<file path="src/rtl/pmt_pack_pkg.sv">
// Shared constants, field widths and FSM state type for the PMT encoder packer.
package pmt_pack_pkg;

  localparam int unsigned PosW  = 18;
  localparam int unsigned SeqW  = 12;
  localparam int unsigned CntW  = 16;
  localparam int unsigned WordW = 32;

  localparam logic [7:0] HeadTag = 8'hA5;
  localparam logic [7:0] TailTag = 8'h5A;
  localparam logic [1:0] TagW    = 2'b01;
  localparam logic [1:0] TagX    = 2'b10;

  typedef enum logic [2:0] {
    StIdle,
    StHead,
    StSamp,
    StXw,
    StTail
  } state_e;

endpackage

</file>
<file path="src/rtl/pmt_encode_pack_if.sv">
// Valid/ready word bus from the packer to the uplink serializer FIFO.
interface pmt_encode_pack_if;
  import pmt_pack_pkg::*;

  logic [WordW-1:0] dout;
  logic             dout_vld;
  logic             dout_rdy;

  modport master (output dout, output dout_vld, input dout_rdy);
  modport slave  (input dout, input dout_vld, output dout_rdy);
endinterface

</file>
<file path="src/rtl/pack_sample_fifo.sv">
// First-word-fall-through sample FIFO; a pop frees a slot for a same-cycle write when full.
module pack_sample_fifo #(
  parameter int unsigned Depth = 16,
  parameter int unsigned Width = 36
) (
  input  logic             clk_i,
  input  logic             rst_i,
  input  logic             wr_en_i,
  input  logic [Width-1:0] wr_data_i,
  input  logic             rd_en_i,
  output logic [Width-1:0] rd_data_o,
  output logic             full_o,
  output logic             empty_o
);
  localparam int unsigned AddrW = $clog2(Depth);
  localparam logic [AddrW:0] PtrOne = {{AddrW{1'b0}}, 1'b1};

  logic [Width-1:0] mem_q [Depth];
  logic [AddrW:0]   wptr_q, wptr_d, rptr_q, rptr_d;
  logic             wr_ok, rd_ok;

  always_comb begin
    empty_o   = (wptr_q == rptr_q);
    full_o    = (wptr_q[AddrW-1:0] == rptr_q[AddrW-1:0]) && (wptr_q[AddrW] != rptr_q[AddrW]);
    rd_ok     = rd_en_i && !empty_o;
    wr_ok     = wr_en_i && (!full_o || rd_ok);
    wptr_d    = wr_ok ? wptr_q + PtrOne : wptr_q;
    rptr_d    = rd_ok ? rptr_q + PtrOne : rptr_q;
    rd_data_o = mem_q[rptr_q[AddrW-1:0]];
  end

  always_ff @(posedge clk_i or posedge rst_i) begin
    if (rst_i) begin
      wptr_q <= '0;
      rptr_q <= '0;
    end else begin
      wptr_q <= wptr_d;
      rptr_q <= rptr_d;
    end
  end

  always_ff @(posedge clk_i) begin
    if (wr_ok) mem_q[wptr_q[AddrW-1:0]] <= wr_data_i;
  end

endmodule

</file>
<file path="src/rtl/pmt_encode_pack.sv">
// Frames the aligned W/X encoder stream into header / W,X pairs / tail words with
// decimation, overflow accounting and a registered valid/ready output.
module pmt_encode_pack
  import pmt_pack_pkg::*;
#(
  parameter int unsigned FIFO_DEPTH = 16
) (
  input  logic                clk_i,
  input  logic                rst_i,
  input  logic                scan_en_i,
  input  logic                encode_en_i,
  input  logic [PosW-1:0]     encode_w_i,
  input  logic [PosW-1:0]     encode_x_i,
  input  logic [CntW-1:0]     decim_i,
  output logic [CntW-1:0]     ovf_cnt_o,
  output logic                busy_o,
  pmt_encode_pack_if.master   dout_if
);

  state_e                state_q, state_d;
  logic                  scan_q, open_q, open_d, keep_q, keep_d;
  logic [CntW-1:0]       decim_q, decim_d, dcnt_q, dcnt_d;
  logic [2*PosW-1:0]     smp_q, smp_d;
  logic [SeqW-1:0]       seq_q, seq_d;
  logic [CntW-1:0]       scnt_q, scnt_d, ovf_cnt_q, ovf_cnt_d, fid_q, fid_d;
  logic                  ovf_flag_q, ovf_flag_d;
  logic [WordW-1:0]      dout_q, dout_d, word;
  logic                  vld_q, vld_d;
  logic                  scan_rise, scan_fall, frame_open, slot_free, load, pop, wr_en, drop;
  logic                  fifo_full, fifo_empty;
  logic [2*PosW-1:0]     fifo_rd;

  pack_sample_fifo #(
    .Depth (FIFO_DEPTH),
    .Width (2 * PosW)
  ) u_fifo (
    .clk_i     (clk_i),
    .rst_i     (rst_i),
    .wr_en_i   (wr_en),
    .wr_data_i (smp_q),
    .rd_en_i   (pop),
    .rd_data_o (fifo_rd),
    .full_o    (fifo_full),
    .empty_o   (fifo_empty)
  );

  always_comb begin
    scan_rise  = scan_en_i & ~scan_q;
    scan_fall  = ~scan_en_i & scan_q;
    frame_open = (state_q == StIdle) && scan_rise;
    slot_free  = ~vld_q | dout_if.dout_rdy;

    open_d = open_q;
    if (frame_open)     open_d = 1'b1;
    else if (scan_fall) open_d = 1'b0;
    decim_d = frame_open ? decim_i : decim_q;

    // Decision stage; the chosen sample is written to the FIFO one cycle later.
    keep_d = 1'b0;
    dcnt_d = dcnt_q;
    if (frame_open) begin
      dcnt_d = '0;
    end else if (open_q && encode_en_i) begin
      if (dcnt_q == '0) begin
        keep_d = 1'b1;
        dcnt_d = decim_q;
      end else begin
        dcnt_d = dcnt_q - 16'd1;
      end
    end
    smp_d = keep_d ? {encode_w_i, encode_x_i} : smp_q;

    state_d = state_q;
    load    = 1'b0;
    word    = '0;
    pop     = 1'b0;
    fid_d   = fid_q;
    unique case (state_q)
      StIdle: if (frame_open) state_d = StHead;
      StHead: if (slot_free) begin
        load    = 1'b1;
        word    = {HeadTag, 8'h00, fid_q};
        state_d = StSamp;
      end
      StSamp: if (!fifo_empty) begin
        if (slot_free) begin
          load    = 1'b1;
          word    = {TagW, seq_q, fifo_rd[2*PosW-1:PosW]};
          state_d = StXw;
        end
      end else if (!open_q && !keep_q) begin
        state_d = StTail;
      end
      StXw: if (slot_free) begin
        load    = 1'b1;
        word    = {TagX, seq_q, fifo_rd[PosW-1:0]};
        pop     = 1'b1;
        state_d = StSamp;
      end
      StTail: if (slot_free) begin
        load    = 1'b1;
        word    = {TailTag, 7'd0, ovf_flag_q, scnt_q};
        fid_d   = fid_q + 16'd1;
        state_d = StIdle;
      end
      default: state_d = StIdle;
    endcase

    wr_en = keep_q && (!fifo_full || pop);
    drop  = keep_q && fifo_full && !pop;

    // seq counts emitted pairs, which matches accepted samples since drops never reach the FIFO.
    seq_d = frame_open ? '0 : (pop ? seq_q + 12'd1 : seq_q);
    scnt_d = scnt_q;
    if (frame_open)                    scnt_d = '0;
    else if (wr_en && scnt_q != '1)    scnt_d = scnt_q + 16'd1;
    ovf_flag_d = frame_open ? 1'b0 : (ovf_flag_q | drop);
    ovf_cnt_d  = (drop && ovf_cnt_q != '1) ? ovf_cnt_q + 16'd1 : ovf_cnt_q;

    vld_d = vld_q;
    if (vld_q && dout_if.dout_rdy) vld_d = 1'b0;
    if (load)                      vld_d = 1'b1;
    dout_d = load ? word : dout_q;
  end

  always_ff @(posedge clk_i or posedge rst_i) begin
    if (rst_i) begin
      state_q    <= StIdle;
      scan_q     <= 1'b0;
      open_q     <= 1'b0;
      keep_q     <= 1'b0;
      decim_q    <= '0;
      dcnt_q     <= '0;
      smp_q      <= '0;
      seq_q      <= '0;
      scnt_q     <= '0;
      ovf_flag_q <= 1'b0;
      ovf_cnt_q  <= '0;
      fid_q      <= '0;
      dout_q     <= '0;
      vld_q      <= 1'b0;
    end else begin
      state_q    <= state_d;
      scan_q     <= scan_en_i;
      open_q     <= open_d;
      keep_q     <= keep_d;
      decim_q    <= decim_d;
      dcnt_q     <= dcnt_d;
      smp_q      <= smp_d;
      seq_q      <= seq_d;
      scnt_q     <= scnt_d;
      ovf_flag_q <= ovf_flag_d;
      ovf_cnt_q  <= ovf_cnt_d;
      fid_q      <= fid_d;
      dout_q     <= dout_d;
      vld_q      <= vld_d;
    end
  end

  assign dout_if.dout     = dout_q;
  assign dout_if.dout_vld = vld_q;
  assign busy_o           = (state_q != StIdle);
  assign ovf_cnt_o        = ovf_cnt_q;

endmodule
</file>
<file path="src/flat_wrapper.sv">
// flat-port wrapper written by rule: the top's interface ports become plain ports
module pmt_encode_pack_flat import pmt_pack_pkg::*;
#(
  parameter int unsigned FIFO_DEPTH = 16
)
  (clk_i, rst_i, scan_en_i, encode_en_i, encode_w_i, encode_x_i, decim_i, ovf_cnt_o, busy_o, dout_if_dout, dout_if_dout_vld, dout_if_dout_rdy);
  pmt_encode_pack_if dout_if_i ();
  input  logic clk_i;
  input  logic rst_i;
  input  logic scan_en_i;
  input  logic encode_en_i;
  input  logic [PosW-1:0] encode_w_i;
  input  logic [PosW-1:0] encode_x_i;
  input  logic [CntW-1:0] decim_i;
  output logic [CntW-1:0] ovf_cnt_o;
  output logic busy_o;
  output wire logic [$bits(dout_if_i.dout)-1:0] dout_if_dout;
  output wire logic [$bits(dout_if_i.dout_vld)-1:0] dout_if_dout_vld;
  input wire logic [$bits(dout_if_i.dout_rdy)-1:0] dout_if_dout_rdy;
  assign dout_if_dout = dout_if_i.dout;
  assign dout_if_dout_vld = dout_if_i.dout_vld;
  assign dout_if_i.dout_rdy = dout_if_dout_rdy;
  pmt_encode_pack #(.FIFO_DEPTH(FIFO_DEPTH)) u_core (.clk_i(clk_i), .rst_i(rst_i), .scan_en_i(scan_en_i), .encode_en_i(encode_en_i), .encode_w_i(encode_w_i), .encode_x_i(encode_x_i), .decim_i(decim_i), .ovf_cnt_o(ovf_cnt_o), .busy_o(busy_o), .dout_if(dout_if_i));
endmodule
</file>
<file path="config.mk">
export PLATFORM = sky130hd
export DESIGN_NAME = pmt_encode_pack_flat
export DESIGN_NICKNAME = d
export VERILOG_FILES = /design/src/rtl/pmt_pack_pkg.sv /design/src/rtl/pmt_encode_pack_if.sv /design/src/rtl/pack_sample_fifo.sv /design/src/rtl/pmt_encode_pack.sv /design/src/flat_wrapper.sv
export SDC_FILE = /design/constraint.sdc
export NUM_CORES = 1
export LEC_CHECK = 0
export BUFFER_PORTS_ARGS = -buffer_cell sky130_fd_sc_hd__buf_2
export CORE_ASPECT_RATIO = 0.75
export CORE_MARGIN = 3
export CORE_UTILIZATION = 49
export DETAILED_ROUTE_END_ITERATION = 10
export HOLD_SLACK_MARGIN = 0.06
export PLACE_DENSITY = 0.76
export SLEW_MARGIN = 5
export SYNTH_ARGS = -nofsm -noshare
export SYNTH_HDL_FRONTEND = slang
export SYNTH_SLANG_ARGS = --single-unit
</file>
<file path="constraint.sdc">
create_clock -name clk_i -period 9.16 [get_ports clk_i]
set_clock_uncertainty 0.15 [all_clocks]
set_input_delay 1.832 -clock clk_i [delete_from_list [all_inputs] [get_ports clk_i]]
set_output_delay 1.832 -clock clk_i [all_outputs]
set_load 0.01 [all_outputs]
</file>
### After elaboration in Yosys (flattened, before gate mapping)

Memory sizes are Yosys's and may differ from the RTL's.
Cells that the tools add are included.

* add/subtract/negate cells: 7
* equality and inequality tests: 14
* mux-type cells: 34
* bitwise operators: 7
* reduce and logical (&&, ||, !) cells: 31

Operators by type and width (number)
* case mux 32 bit (4 select lines): 1
* 2-to-1 mux 32 bit: 3
* 2-to-1 mux 16 bit: 5
* 2-to-1 mux 31 bit: 2
* adder 16 x 1 -> 16 bit, second input constant: 3
* != test 16 bit, second input constant: 2
* 2-to-1 mux 12 bit: 2
* 2-to-1 mux 3 bit: 6
* zero test 16 bit: 1
* subtractor 16 x 1 -> 16 bit, second input constant: 1
* 2-to-1 mux 1 bit: 13
* adder 12 x 1 -> 12 bit, second input constant: 1
* logical AND 1 bit: 12
* case mux 3 bit (4 select lines): 1
* adder 5 x 1 -> 5 bit, second input constant: 2
* nonzero test 2 bit: 5
* == test 3 x 2 -> 1 bit, second input constant: 2
* != test 2 x 1 -> 1 bit, second input constant: 3
* == test 5 bit: 1
* zero test 1 bit: 5
* AND reduction 5 bit: 1
* == test 4 bit: 1
* == test 3 x 1 -> 1 bit, second input constant: 1
* == test 3 bit, second input constant: 1
* 13 further kinds: 18

* register bits after elaboration: 178
* RAM bits: 576
* bits of input ports: 57
* word-level logic and storage cells: 110
* memories: 1

Memory list
* u_core.u_fifo.mem_q: words 16, bits a word 36, read ports 1, clocked after Yosys merged registers in 0, write ports 1, line pack_sample_fifo.sv:18 `logic [Width-1:0] mem_q [Depth];`

### Depth between registers and ports, before layout

Gate-level depths: netlist of run 1.

* word-level depth: 9
* gate-level depth with buffers: 10

### By module

Synthesis of run 1 repeated with hierarchy kept, for this count alone.

* cells, all modules: 1786
* area, all modules: 30650.6 um^2

By module, submodules not included
* pack_sample_fifo: instances 1, cells each 951, area each 22218.8 um^2
* pmt_encode_pack: instances 1, cells each 835, area each 8431.8 um^2

### Least setup slack after synthesis of run 1

No wires, ideal clock.

* path type: input to register
* from: input dout_if_dout_rdy
* to: memory u_core.u_fifo.mem_q[3][0] (enable)
* setup time: 474 ps
* arrival time: 5271 ps
* data required time: 8536 ps
* path slack: 3265 ps
* stages: 5
* cell sequence: nand2b_1 a31oi_1 a21boi_1 nand2_1 nor3_1

* word-level cells in the longest chain between the ends: 8
* elaborated cells between the ends (all ways): 10
* those cells by class: mux (4); bitwise (1); reduce/logical (5)

RTL lines
* start: declaration: line flat_wrapper.sv:19 `input wire logic [$bits(dout_if_i.dout_rdy)-1:0] dout_if_dout_rdy;`
* bitwise OR 1 bit (*): line pmt_encode_pack.sv:51 `slot_free = ~vld_q | dout_if.dout_rdy;`
* 2-to-1 mux 1 bit (*): line pmt_encode_pack.sv:94 `StXw: if (slot_free) begin`
* 2-to-1 mux 1 bit (*): line pmt_encode_pack.sv:78 `unique case (state_q)`
* logical OR 1 bit or logical AND 1 bit (tied branches): line pmt_encode_pack.sv:109, pack_sample_fifo.sv:25
* logical AND 1 bit or logical OR 1 bit (tied branches): line pmt_encode_pack.sv:109, pack_sample_fifo.sv:26
* logical AND 1 bit (*): line pack_sample_fifo.sv:26 `wr_ok = wr_en_i && (!full_o || rd_ok);`
* 2-to-1 mux 1 bit (*): line pack_sample_fifo.sv:43 `if (wr_ok) mem_q[wptr_q[AddrW-1:0]] <= wr_data_i;`
* 2-to-1 mux 1 bit (implied by the code) (*): line pack_sample_fifo.sv:43
* end: declaration: line pack_sample_fifo.sv:18

Mark *: on every way between the ends. The rest lies on a longest branch, timed or not.

### Worst setup path after layout of run 1

* from: input dout_if_dout_rdy
* to: memory u_core.u_fifo.mem_q[9][9] (enable)

The elaborated chain is that of the path after synthesis.

==> out/results.md, run 1 <==
| Metric | This run |
| --- | --- |
| Power per Cell Area | 302 nW/um2 |
| Number of fill cells in the layout | 4505 |
| Number of buffers added by the clock tree synthesis step | 72 |
| Drc violations | 0 |
| Routed via count divided by cell count | 6.24 |
| Nature of the critical path endpoint | register |
| Synth Cell Area | 30300 um2 |
| Ant. Diodes | 0 |
| Clock tree from TritonCTS | done |
| Clk sinks | 754 |
| Worst-case headroom to the max-slew limit | 13.4% |
| Die ar. | 64900 um2 |
| Most congested layer reported by global routing | met2 |
| Worst hold path type | register to register |
| Number of endpoints failing setup at the final stage | 0 |
| Global router's overall resource usage | 21.3% |
| P_sw | 0.00331 W |
| Width of the chip | 293 um |
| Quantity of hold-fixing buffers added after cts | 0 |
| Layout Cell Area excl Fill | 33900 um2 |
| Largest fanout on the critical path | 36 |
| Met2 track utilization from global routing | 33.1% |
| Number of violations reported at the end of detailed-routing iteration 0 | 1991 |
| Unrepaired setup endpoints after global routing | false |
| Nets | 1929 |
| HPWL Detailed | 41900 um |
| Fraction of the core area covered by cells at the end of the flow | 55.8% |
| Area of the core | 60800 um2 |
| Yosys synthesis warning count | 0 |
| CP Launch Type | primary input |
| Data required, critical path | 9230 ps |
| Startpoint of the worst register-to-register path | u_core.u_fifo.rptr_q[0] |
| Post-synthesis net count | 1831 |
| Clock power frac | 27.9% |
| Post-CTS Repair Setup Buffers | 0 |
| GR met1 Demand/Resource | 31.3% |
| Fin. max-slew vios | 0 |
| Sum of internal, switching and leakage power | 0.0102 W |
| Min Clock Period, post-route | 4740 ps |
| First-pass GRT wire length | 105000 um |
| Antenna-violating nets left | 0 |
| Number of cells upsized or downsized after cts | 0 |
| Synth Instances | 1763 |
| Worst setup path startpoint | dout_if_dout_rdy |
| Port-buffer cells | 106 |
| Register-to-Register Path Depth | 6 |
| Cell Rows | 78 |
| Unique masters post-synth | 67 |
| FFs w/ async S/R, synth | 23.6% |
| Initial Util | 49.9% |
| Run status | finished clean |
| Vertical die dimension | 221 um |
| Period utilisation layout | 51.7% |
| Clock network latency to the later pin of the worst-skew pair | 620 ps |
| CP endpoint | u_core.u_fifo.mem_q[9][9] |
| Max-cap check violation count | 0 |
| Pin count of the biggest net entering global routing | 123 |
| Portion of total power attributed to combinational logic | 24.9% |
| Layout cell share with drive strength beyond 1 | 21.6% |
| Hold violation total from the final report | 0 |
| Reg-to-reg critical path endpoint | u_core.dout_if.dout[5] |
| Total routed wirelength | 68800 um |
| Highest clock rate | 211 MHz |
| Crit path arrival time | 4810 ps |
| Worst setup path class | primary input to register |
| Antenna violations before repair | 0 |
| Leakage power figure | 12.3 nW |
| Internal power | 0.00693 W |
| Setup TNS Final | 0 ps |
| Number of global-route vias before repair | 16700 |
| Met3 GRT Util | 3.82% |
| Dpl cell area | 31600 um2 |
| Post-synthesis average cell area | 17.2 um2 |
| RD Place Congestion | 0.834 |
| Buffer levels on the longest clock path | 3 |
| Seq cells post-synth | 754 |
| Root buffer selected by CTS | sky130_fd_sc_hd__clkbuf_16 |
| Number of enable-type register cells in the synthesized netlist | 576 |
| Area growth from synthesis to final layout | 11.9% |
| Pin slew with the least headroom to its limit | 1300 ps |
| # H-tree levels | 3 |
| Total via count in the routed design | 17000 |
| Switching share of total power | 32.3% |
| Part of the Yosys area used for sequential elements | 71.8% |
| Boundary pin count | 107 |
| Final std cells w/o fill | 2719 |
| Maximum vdd drop | 0.238 mV |
| 1st-pass router iterations | 5 |
| Number of placed instances with taps included | 2586 |
| Worst-path clk slew | 60 ps |
| Wire length per cell | 25.3 um |
| Gr ovfl total | 0 |
| Proportion of power drawn by flip-flops and latches | 47.2% |
| Most frequently used flop master after synthesis | sky130_fd_sc_hd__edfxtp_1 |
| Setup slack of the worst register-to-register path | 4700 ps |
## final cells by class
class	count	area (um2)	area share, %
inverter	18	75.1	0.221
timing repair buffer	128	708	2.09
multi-input combinational	887	8110	23.9
clock buffer	104	2040	6.02
tap	800	1000	2.95
clock inverter	28	215	0.635
sequential	754	21800	64.2
## flip-flops by register name (all words and copies together) (netlist names)
signal,flops
u_core.smp_q,36
u_core.keep_q,1
u_core.open_q,1
u_core.state_q,3
u_core.scnt_q,16
u_core.seq_q,12
u_core.dcnt_q,16
u_core.dout_if.dout_vld,1
u_core.ovf_cnt_o,16
u_core.ovf_flag_q,1
u_core.u_fifo.mem_q,576
u_core.u_fifo.wptr_q,5
u_core.decim_q,16
u_core.u_fifo.rptr_q,5
u_core.fid_q,16
u_core.dout_if.dout,32
u_core.scan_q,1
## synthesized netlist by cell type, types with 39 or more instances
| cell type | count | area, um2 |
|---|---|---|
| sky130_fd_sc_hd__edfxtp_1 | 576 | 17300 |
| sky130_fd_sc_hd__dfrtp_1 | 178 | 4450 |
| sky130_fd_sc_hd__mux4_2 | 108 | 2430 |
| sky130_fd_sc_hd__mux2i_1 | 95 | 951 |
| sky130_fd_sc_hd__nand2_1 | 95 | 357 |
| sky130_fd_sc_hd__clkbuf_1 | 52 | 195 |
| sky130_fd_sc_hd__nor2_1 | 49 | 184 |
| sky130_fd_sc_hd__a21oi_1 | 44 | 220 |
| sky130_fd_sc_hd__nor3_1 | 42 | 210 |
| sky130_fd_sc_hd__mux2_2 | 40 | 450 |
| sky130_fd_sc_hd__o21ai_0 | 39 | 195 |
## critical path, stage by stage
cell and delay [ps]:
sky130_fd_sc_hd__buf_2 90, sky130_fd_sc_hd__nand2b_1 450, sky130_fd_sc_hd__a31oi_1 280, sky130_fd_sc_hd__a21boi_1 650, sky130_fd_sc_hd__nand2_1 410, sky130_fd_sc_hd__nor2_4 1060
## cells by family (layout without fill, tap and decap cells)
kind of cell | after synthesis | in the layout | synth area share [%]
adder cells (fa/ha/maj) | 11 | 11 | 0.454
AND/OR/NAND/NOR | 318 | 318 | 5.33
buffers and inverters | 122 | 278 | 1.88
multiplexers | 244 | 244 | 12.7
flip-flops | 754 | 754 | 71.8
XOR/XNOR | 50 | 50 | 1.44
AO/OA/AOI/OAI | 264 | 264 | 6.46
## power groups by stage
stage / Sequential [W] / Combinational [W] / Clock [W]
floorplan: 0.00458 / 0.00194 / 0
global placement: 0.00486 / 0.00248 / 0
detailed placement: 0.00490 / 0.00253 / 0
CTS: 0.00483 / 0.00256 / 0.00290
global route: 0.00489 / 0.00275 / 0.00303
finish: 0.00483 / 0.00255 / 0.00286
## through the flow
stage / setup slack (ps) / hold slack, ps
final: 4420 / 332
after global routing: 4250 / 345
after CTS: 4490 / 331
after detailed placement: 3820 / 318
after global placement: 3900 / 311
after floorplan: 2350 / 295
## layer usage
metal  vias to the layer above  routed length, um
met3                       123               5390
met4                         0               1850
met2                       815              32900
li1                       7260                  -
met5                         -                  0
met1                      8780              28700
## worst min-delay path by stage
stage | cells past startpoint | start | slack [ps] | endpoint
after floorplan | 2 | u_core.decim_q[10] | 300 | u_core.decim_q[10]
after global routing | 1 | u_core.fid_q[15] | 350 | u_core.fid_q[15]
after CTS | 1 | u_core.fid_q[15] | 330 | u_core.fid_q[15]
after detailed placement | 2 | u_core.decim_q[4] | 320 | u_core.decim_q[4]
final | 1 | u_core.fid_q[15] | 330 | u_core.fid_q[15]
after global placement | 1 | u_core.fid_q[15] | 310 | u_core.fid_q[15]
## layout by cell type, fill, tap and decap left out, types with 6 or more instances in the layout
cell                        synthesis  final
sky130_fd_sc_hd__nor4_1            15     15
sky130_fd_sc_hd__ha_1              11     11
sky130_fd_sc_hd__nor2_4             0     11
sky130_fd_sc_hd__mux2i_1           95     95
sky130_fd_sc_hd__a22oi_1           17     17
sky130_fd_sc_hd__mux2_2            40     40
sky130_fd_sc_hd__a211oi_1          19     19
sky130_fd_sc_hd__clkbuf_1          52     21
sky130_fd_sc_hd__nand2_1           95     95
sky130_fd_sc_hd__a22o_1            19     19
sky130_fd_sc_hd__buf_4             13     21
sky130_fd_sc_hd__nand3_1           27     27
sky130_fd_sc_hd__nor3_1            42     38
sky130_fd_sc_hd__clkbuf_8           0     10
sky130_fd_sc_hd__dfrtp_1          178    175
sky130_fd_sc_hd__buf_2             26    106
sky130_fd_sc_hd__a2111o_1          14     14
sky130_fd_sc_hd__inv_1             17     15
sky130_fd_sc_hd__or4_1             13     13
sky130_fd_sc_hd__a21oi_1           44     44
sky130_fd_sc_hd__o21ai_0           39     39
sky130_fd_sc_hd__nand2b_1           6      6
sky130_fd_sc_hd__o31ai_1           13     13
sky130_fd_sc_hd__o22ai_1           17     17
sky130_fd_sc_hd__nor2_1            49     37
sky130_fd_sc_hd__a221oi_1          16     16
sky130_fd_sc_hd__nor2b_1            7      6
sky130_fd_sc_hd__a221o_1           27     27
sky130_fd_sc_hd__and3_1            13     13
sky130_fd_sc_hd__o2bb2ai_1         11     11
sky130_fd_sc_hd__xor2_1            26     26
sky130_fd_sc_hd__clkinv_2           0     13
sky130_fd_sc_hd__xnor2_1           24     24
sky130_fd_sc_hd__clkbuf_16          0     73
sky130_fd_sc_hd__nand4_1           24     24
sky130_fd_sc_hd__mux4_2           108    108
sky130_fd_sc_hd__or3_1              6      6
sky130_fd_sc_hd__edfxtp_1         576    576
No activity file was read; power rests on OpenSTA's default activity.
==> run 2: changes to the inputs <==
PLACE_DENSITY = 0.79   (was 0.76)
clock period = 4.2 ns   (was 9.16 ns; I/O delays follow)
==> run 2 against run 1 <==
Effect of this change: sequential share of layout area fell by 0.96 points; register-to-register slack got worse by 3900 ps; via count rose by 2.6%; combinational power rose by 130%; sequential power rose by 120%; global-route usage rose by 1.3 points; count of clock-buffer cells in the layout fell by 14; clock power rose by 130%; worst setup slack got worse by 3700 ps; cell count rose by 1.2%; first-iteration DRC count rose by 2.8%; highest routed layer is now met5.
==> out/results.md, run 2 (synthesis results as in run 1) <==
| Metric | This run | Change |
| --- | --- | --- |
| First-pass GRT wire length | 110000 um | +4.9% |
| Clk sinks | 754 | unchanged |
| Total via count in the routed design | 17400 | +2.6% |
| # H-tree levels | 3 | unchanged |
| Most common cell after layout, fill and taps aside | sky130_fd_sc_hd__edfxtp_1 |  |
| RD Place Congestion | 0.850 | +1.9% |
| Period utilisation layout | 81.9% |  |
| Nature of the critical path endpoint | register |  |
| Width of the chip | 293 um | unchanged |
| Largest fanout on the critical path | 15 | -58% |
| Buffer levels on the longest clock path | 3 | unchanged |
| FF+latch area | 21800 um2 | unchanged |
| Min Clock Period, post-route | 3440 ps |  |
| Highest clock rate | 291 MHz |  |
| Power per Cell Area | 662 nW/um2 | +120% |
| 1st-pass router iterations | 6 | +1 |
| Number of fill cells in the layout | 4403 | -2.3% |
| Pin count of the biggest net entering global routing | 111 | -9.8% |
| Area of the core | 60800 um2 | unchanged |
| Root buffer selected by CTS | sky130_fd_sc_hd__clkbuf_16 |  |
| Max reg flops | 576 | unchanged |
| Clock network latency to the later pin of the worst-skew pair | 630 ps | about the same |
| Area growth from synthesis to final layout | 13.6% |  |
| Run status | finished clean |  |
| Number of buffers added by the clock tree synthesis step | 70 | -2.8% |
| Fin. max-slew vios | 0 | unchanged |
| Vertical die dimension | 221 um | unchanged |
| Initial Util | 49.9% | unchanged |
| Number of global-route vias before repair | 17700 | +5.6% |
| Routed via count divided by cell count | 6.33 | +1.4% |
| Worst-path clk slew | 70 ps | about the same |
| Data required, critical path | 4600 ps | -4630 ps |
| Quantity of hold-fixing buffers added after cts | 0 | unchanged |
| Worst-case headroom to the max-slew limit | 19.5% | +6.1 points |
| Most used cells in the layout excluding fill and tap cells | 576 x sky130_fd_sc_hd__edfxtp_1, 175 x sky130_fd_sc_hd__dfrtp_1, 108 x sky130_fd_sc_hd__mux4_2 |  |
| Port-buffer cells | 106 | unchanged |
| Total routed wirelength | 73000 um | +6.2% |
| Unrepaired setup endpoints after global routing | false |  |
| Number of endpoints failing setup at the final stage | 0 | unchanged |
| Leakage power figure | 12.6 nW | +1.9% |
| Number of violations reported at the end of detailed-routing iteration 0 | 2047 | +2.8% |
| Cell Rows | 78 | unchanged |
| Die ar. | 64900 um2 | unchanged |
| Antenna violations before repair | 3 | +3 |
| Wire length per cell | 26.5 um | +4.9% |
| Number of cells upsized or downsized after cts | 0 | unchanged |
| Global router's overall resource usage | 22.6% | +1.3 points |
| Pin slew with the least headroom to its limit | 1200 ps | -91.2 ps |
| Clock tree from TritonCTS | done |  |
| Boundary pin count | 107 | unchanged |
| Crit path arrival time | 3840 ps | -970 ps |
| Post-CTS Repair Setup Buffers | 0 | unchanged |
| Nets | 1961 | +1.7% |
| Maximum vdd drop | 0.563 mV | +140% |
| CP Launch Type | register |  |
| Area of the multi-input gates | 8130 um2 | +0.25% |
| HPWL Detailed | 43800 um | +4.5% |
| Hold violation total from the final report | 0 | unchanged |
| Max-cap check violation count | 0 | unchanged |
| Antenna-violating nets left | 0 | unchanged |
| Sum of internal, switching and leakage power | 0.0228 W | +120% |
| Setup TNS Final | 0 ps | unchanged |
| Worst setup path class | register to register |  |
| Gr ovfl total | 0 | unchanged |
| Drc violations | 0 | unchanged |
| Worst hold path type | primary input to asynchronous set/reset pin |  |
| Layout cell share with drive strength beyond 1 | 23.3% | +1.7 points |
==> run 2: through the flow <==
stage | hold slack (ps) | util (%) | instances | setup WS (ps) | instance area [um2]
floorplan | 295 | - | 1763 | 258 | 30300
global placement | 311 | 52.6 | 2621 | 826 | 32000
detailed placement | 313 | 52.6 | 2621 | 807 | 32000
CTS | 188 | 56.6 | 2751 | 810 | 34400
global route | 212 | 56.6 | 2752 | 582 | 34400
finish | 218 | 56.6 | 2752 | 761 | 34400
==> run 2: final cells by class <==
| type | count | share of cell area (%) |
|---|---|---|
| multi-input cells | 887 | 23.6 |
| clock inverters | 40 | 1.45 |
| diodes | 1 | 0.00727 |
| inverters | 18 | 0.207 |
| repair buffers | 162 | 3.02 |
| well taps | 800 | 2.91 |
| clock buffers | 90 | 5.58 |
| flip-flops and latches | 754 | 63.2 |
==> run 2: where the power goes <==
group / internal (W) / total, W / switching, W
combinational: 0.00249 / 0.00576 / 0.00327
clock: 0.00384 / 0.00665 / 0.00281
sequential: 0.00920 / 0.0104 / 0.00117
total: 0.0155 / 0.0228 / 0.00725
==> run 2: worst paths after layout <==
kind | end | slack (ps) | cells after the start | startpoint
min in group clk_i | u_core.scan_q | 230 | 1 | scan_en_i
hold reg to reg | u_core.decim_q[11] | 330 | 2 | u_core.decim_q[11]
max in group asynchronous | u_core.smp_q[32] | 2730 | 3 | rst_i
setup / recovery | u_core.dout_if.dout[1] | 760 | 5 | u_core.u_fifo.rptr_q[2]
setup reg to reg | u_core.dout_if.dout[1] | 760 | 5 | u_core.u_fifo.rptr_q[2]
hold / removal | u_core.ovf_cnt_o[9] | 220 | 2 | rst_i
==> run 2: critical path: stages (launching register included) <==
cell	delay, ps
sky130_fd_sc_hd__dfrtp_1	670
sky130_fd_sc_hd__buf_4	360
sky130_fd_sc_hd__inv_1	520
sky130_fd_sc_hd__nand2_1	680
sky130_fd_sc_hd__o21ai_0	770
sky130_fd_sc_hd__a221o_1	210
==> run 2: per-layer routing <==
| layer | wire, um | vias up | share of wire, % | GRT usage (%) |
|---|---|---|---|---|
| met5 | 13 | - | 0.018 | 0 |
| met3 | 7860 | 142 | 11 | 6.83 |
| met2 | 33900 | 926 | 46 | 34.2 |
| met1 | 29200 | 9033 | 40 | 31.7 |
| li1 | - | 7317 | - | - |
| met4 | 2050 | 2 | 2.8 | 7.38 |
==> run 3: changes to the inputs <==
clock period = 2.85 ns   (was 4.2 ns; I/O delays follow)
==> run 3 against run 2 <==
Effect of this change: register-to-register slack worse by 630 ps; non-clock buffer count up 85; maximum frequency up 26%; highest routed layer unchanged.
==> out/results.md, run 3 (synthesis results as in run 1) <==
| Metric | This run | Change |
| --- | --- | --- |
| Total via count in the routed design | 17800 | +2.3% |
| Antenna violations before repair | 1 | -2 |
| First-pass GRT wire length | 112000 um | +1.8% |
| Ant. Diodes | 0 | -1 |
| Pin count of the biggest net entering global routing | 87 | -22% |
| Worst hold path type | primary input to register |  |
| Clock network latency to the later pin of the worst-skew pair | 620 ps | about the same |
| Final std cells w/o fill | 2835 | +3.0% |
| Area growth from synthesis to final layout | 16.6% |  |
| Die ar. | 64900 um2 | unchanged |
| Wire length per cell | 26.2 um | -1.1% |
| Run status | finished clean |  |
| Gr ovfl total | 0 | unchanged |
| Drc violations | 0 | unchanged |
| Leakage power figure | 13.0 nW | +3.1% |
| Clock tree from TritonCTS | done |  |
| Number of violations reported at the end of detailed-routing iteration 0 | 2249 | +9.9% |
| Worst-case headroom to the max-slew limit | 41.0% | +21 points |
| Highest clock rate | 367 MHz | +26% |
| Nature of the critical path endpoint | register |  |
| Area of the core | 60800 um2 | unchanged |
| Buffer levels on the longest clock path | 3 | unchanged |
| Cell Rows | 78 | unchanged |
| Number of placed instances with taps included | 2656 | +1.3% |
| Largest fanout on the critical path | 37 | +22 |
| Worst-path clk slew | 60 ps | about the same |
| Global router's overall resource usage | 23.0% | +0.38 points |
| Dpl cell area | 32500 um2 | +1.7% |
| Width of the chip | 293 um | unchanged |
| Post-route worst hold slack | 76.0 ps | -142 ps |
| Period utilisation layout | 95.5% | +14 points |
| Vertical die dimension | 221 um | unchanged |
| Power per Cell Area | 958 nW/um2 | +45% |
| Crit path arrival time | 3060 ps | -780 ps |
| Register-to-Register Path Depth | 7 | +2 |
| Maximum vdd drop | 0.612 mV | +8.7% |
| Root buffer selected by CTS | sky130_fd_sc_hd__clkbuf_16 |  |
| Hold violation total from the final report | 0 | unchanged |
| Number of buffers added by the clock tree synthesis step | 71 | +1.4% |
| CP Launch Type | register |  |
| # H-tree levels | 3 | unchanged |
| Unrepaired setup endpoints after global routing | false |  |
| Fin. max-slew vios | 0 | unchanged |
| Hold Path Stages | 2 |  |
| Nets | 2047 | +4.4% |
| Routed via count divided by cell count | 6.28 | -0.72% |
| RD Place Congestion | 0.822 | -3.3% |
| Data required, critical path | 3190 ps | -1410 ps |
| HPWL Detailed | 43100 um | -1.6% |
| Most used cells in the layout excluding fill and tap cells | 576 x sky130_fd_sc_hd__edfxtp_1, 175 x sky130_fd_sc_hd__dfrtp_1, 108 x sky130_fd_sc_hd__mux4_2 |  |
| Number of global-route vias before repair | 17800 | +0.99% |
| Layout Cell Area excl Fill | 35300 um2 | +2.7% |
| Most common cell after layout, fill and taps aside | sky130_fd_sc_hd__edfxtp_1 |  |
| Max reg flops | 576 | unchanged |
| Initial Util | 49.9% | unchanged |
| Min Clock Period, post-route | 2720 ps | -716 ps |
| Number of endpoints failing setup at the final stage | 0 | unchanged |
| 1st-pass router iterations | 6 | unchanged |
| Clk sinks | 754 | unchanged |
| Layout cell share with drive strength beyond 1 | 23.7% | +0.46 points |
| Port-buffer cells | 106 | unchanged |
| Antenna-violating nets left | 0 | unchanged |
| Worst setup path class | register to register |  |
| Total routed wirelength | 74400 um | +1.9% |
| Boundary pin count | 107 | unchanged |
| Max-cap check violation count | 0 | unchanged |
| Pin slew with the least headroom to its limit | 884 ps | -321 ps |
-- run 3: final timing paths --
kind	from	end	slack [ps]
worst min-delay path	encode_x_i[11]	u_core.smp_q[11]	80
min in group asynchronous	rst_i	u_core.state_q[2]	410
max in group asynchronous	rst_i	u_core.smp_q[9]	1280
worst max register to register	u_core.u_fifo.rptr_q[0]	u_core.dout_if.dout[1]	130
worst min register to register	u_core.dout_if.dout[16]	u_core.dout_if.dout[16]	330
worst max-delay path	u_core.u_fifo.rptr_q[0]	u_core.dout_if.dout[1]	130
-- run 3: report_power, final --
part	switching, W	internal, W	leakage, nW
Clock	0.00406	0.00528	1.11
Sequential	0.00155	0.0136	7.69
Combinational	0.00522	0.00418	4.17
-- run 3: worst max-delay path: stages, from the launching register on --
cell,delay (ps)
sky130_fd_sc_hd__dfrtp_4,440
sky130_fd_sc_hd__buf_12,210
sky130_fd_sc_hd__buf_12,300
sky130_fd_sc_hd__mux4_2,560
sky130_fd_sc_hd__mux2i_1,140
sky130_fd_sc_hd__o22a_1,170
sky130_fd_sc_hd__o21ai_0,240
sky130_fd_sc_hd__a221o_1,350
-- run 3: layer usage --
layer	part of all wire [%]	global-route usage, %	vias to the layer above	wire length (um)
li1	-	-	7492	-
met1	40	32.5	9107	29900
met2	47	35.7	1078	35100
met3	10	6.24	138	7630
met4	2.5	6.39	2	1830
met5	0.017	0	-	13
-- run 3: repair_timing --
item                       4_1_cts  5_1_grt
setup endpoints to repair        0        5
hold endpoints to repair        66        0
resized for setup                0        4
buffers inserted                 0        0
hold buffers                    50        0
-- run 3: layout make-up --
type | count | area, um2
inverters | 18 | 71.3
clock buffers | 98 | 1980
repair buffers | 247 | 2050
clock inverters | 31 | 317
fillers | 4347 | 25500
flip-flops and latches | 754 | 21800
well taps | 800 | 1000
multi-input cells | 887 | 8170
-- run 3: through the flow --
step                      total power, W  utilization, %  TNS, ps  worst slack (ps)
after CTS                         0.0339            58.1        0              6.38
after global placement            0.0240            53.5        0               106
after detailed placement          0.0244            53.5        0              94.6
after floorplan                   0.0210               -   -36050              -151
after global routing              0.0352            58.1        0              18.4
final                             0.0339            58.1        0               127
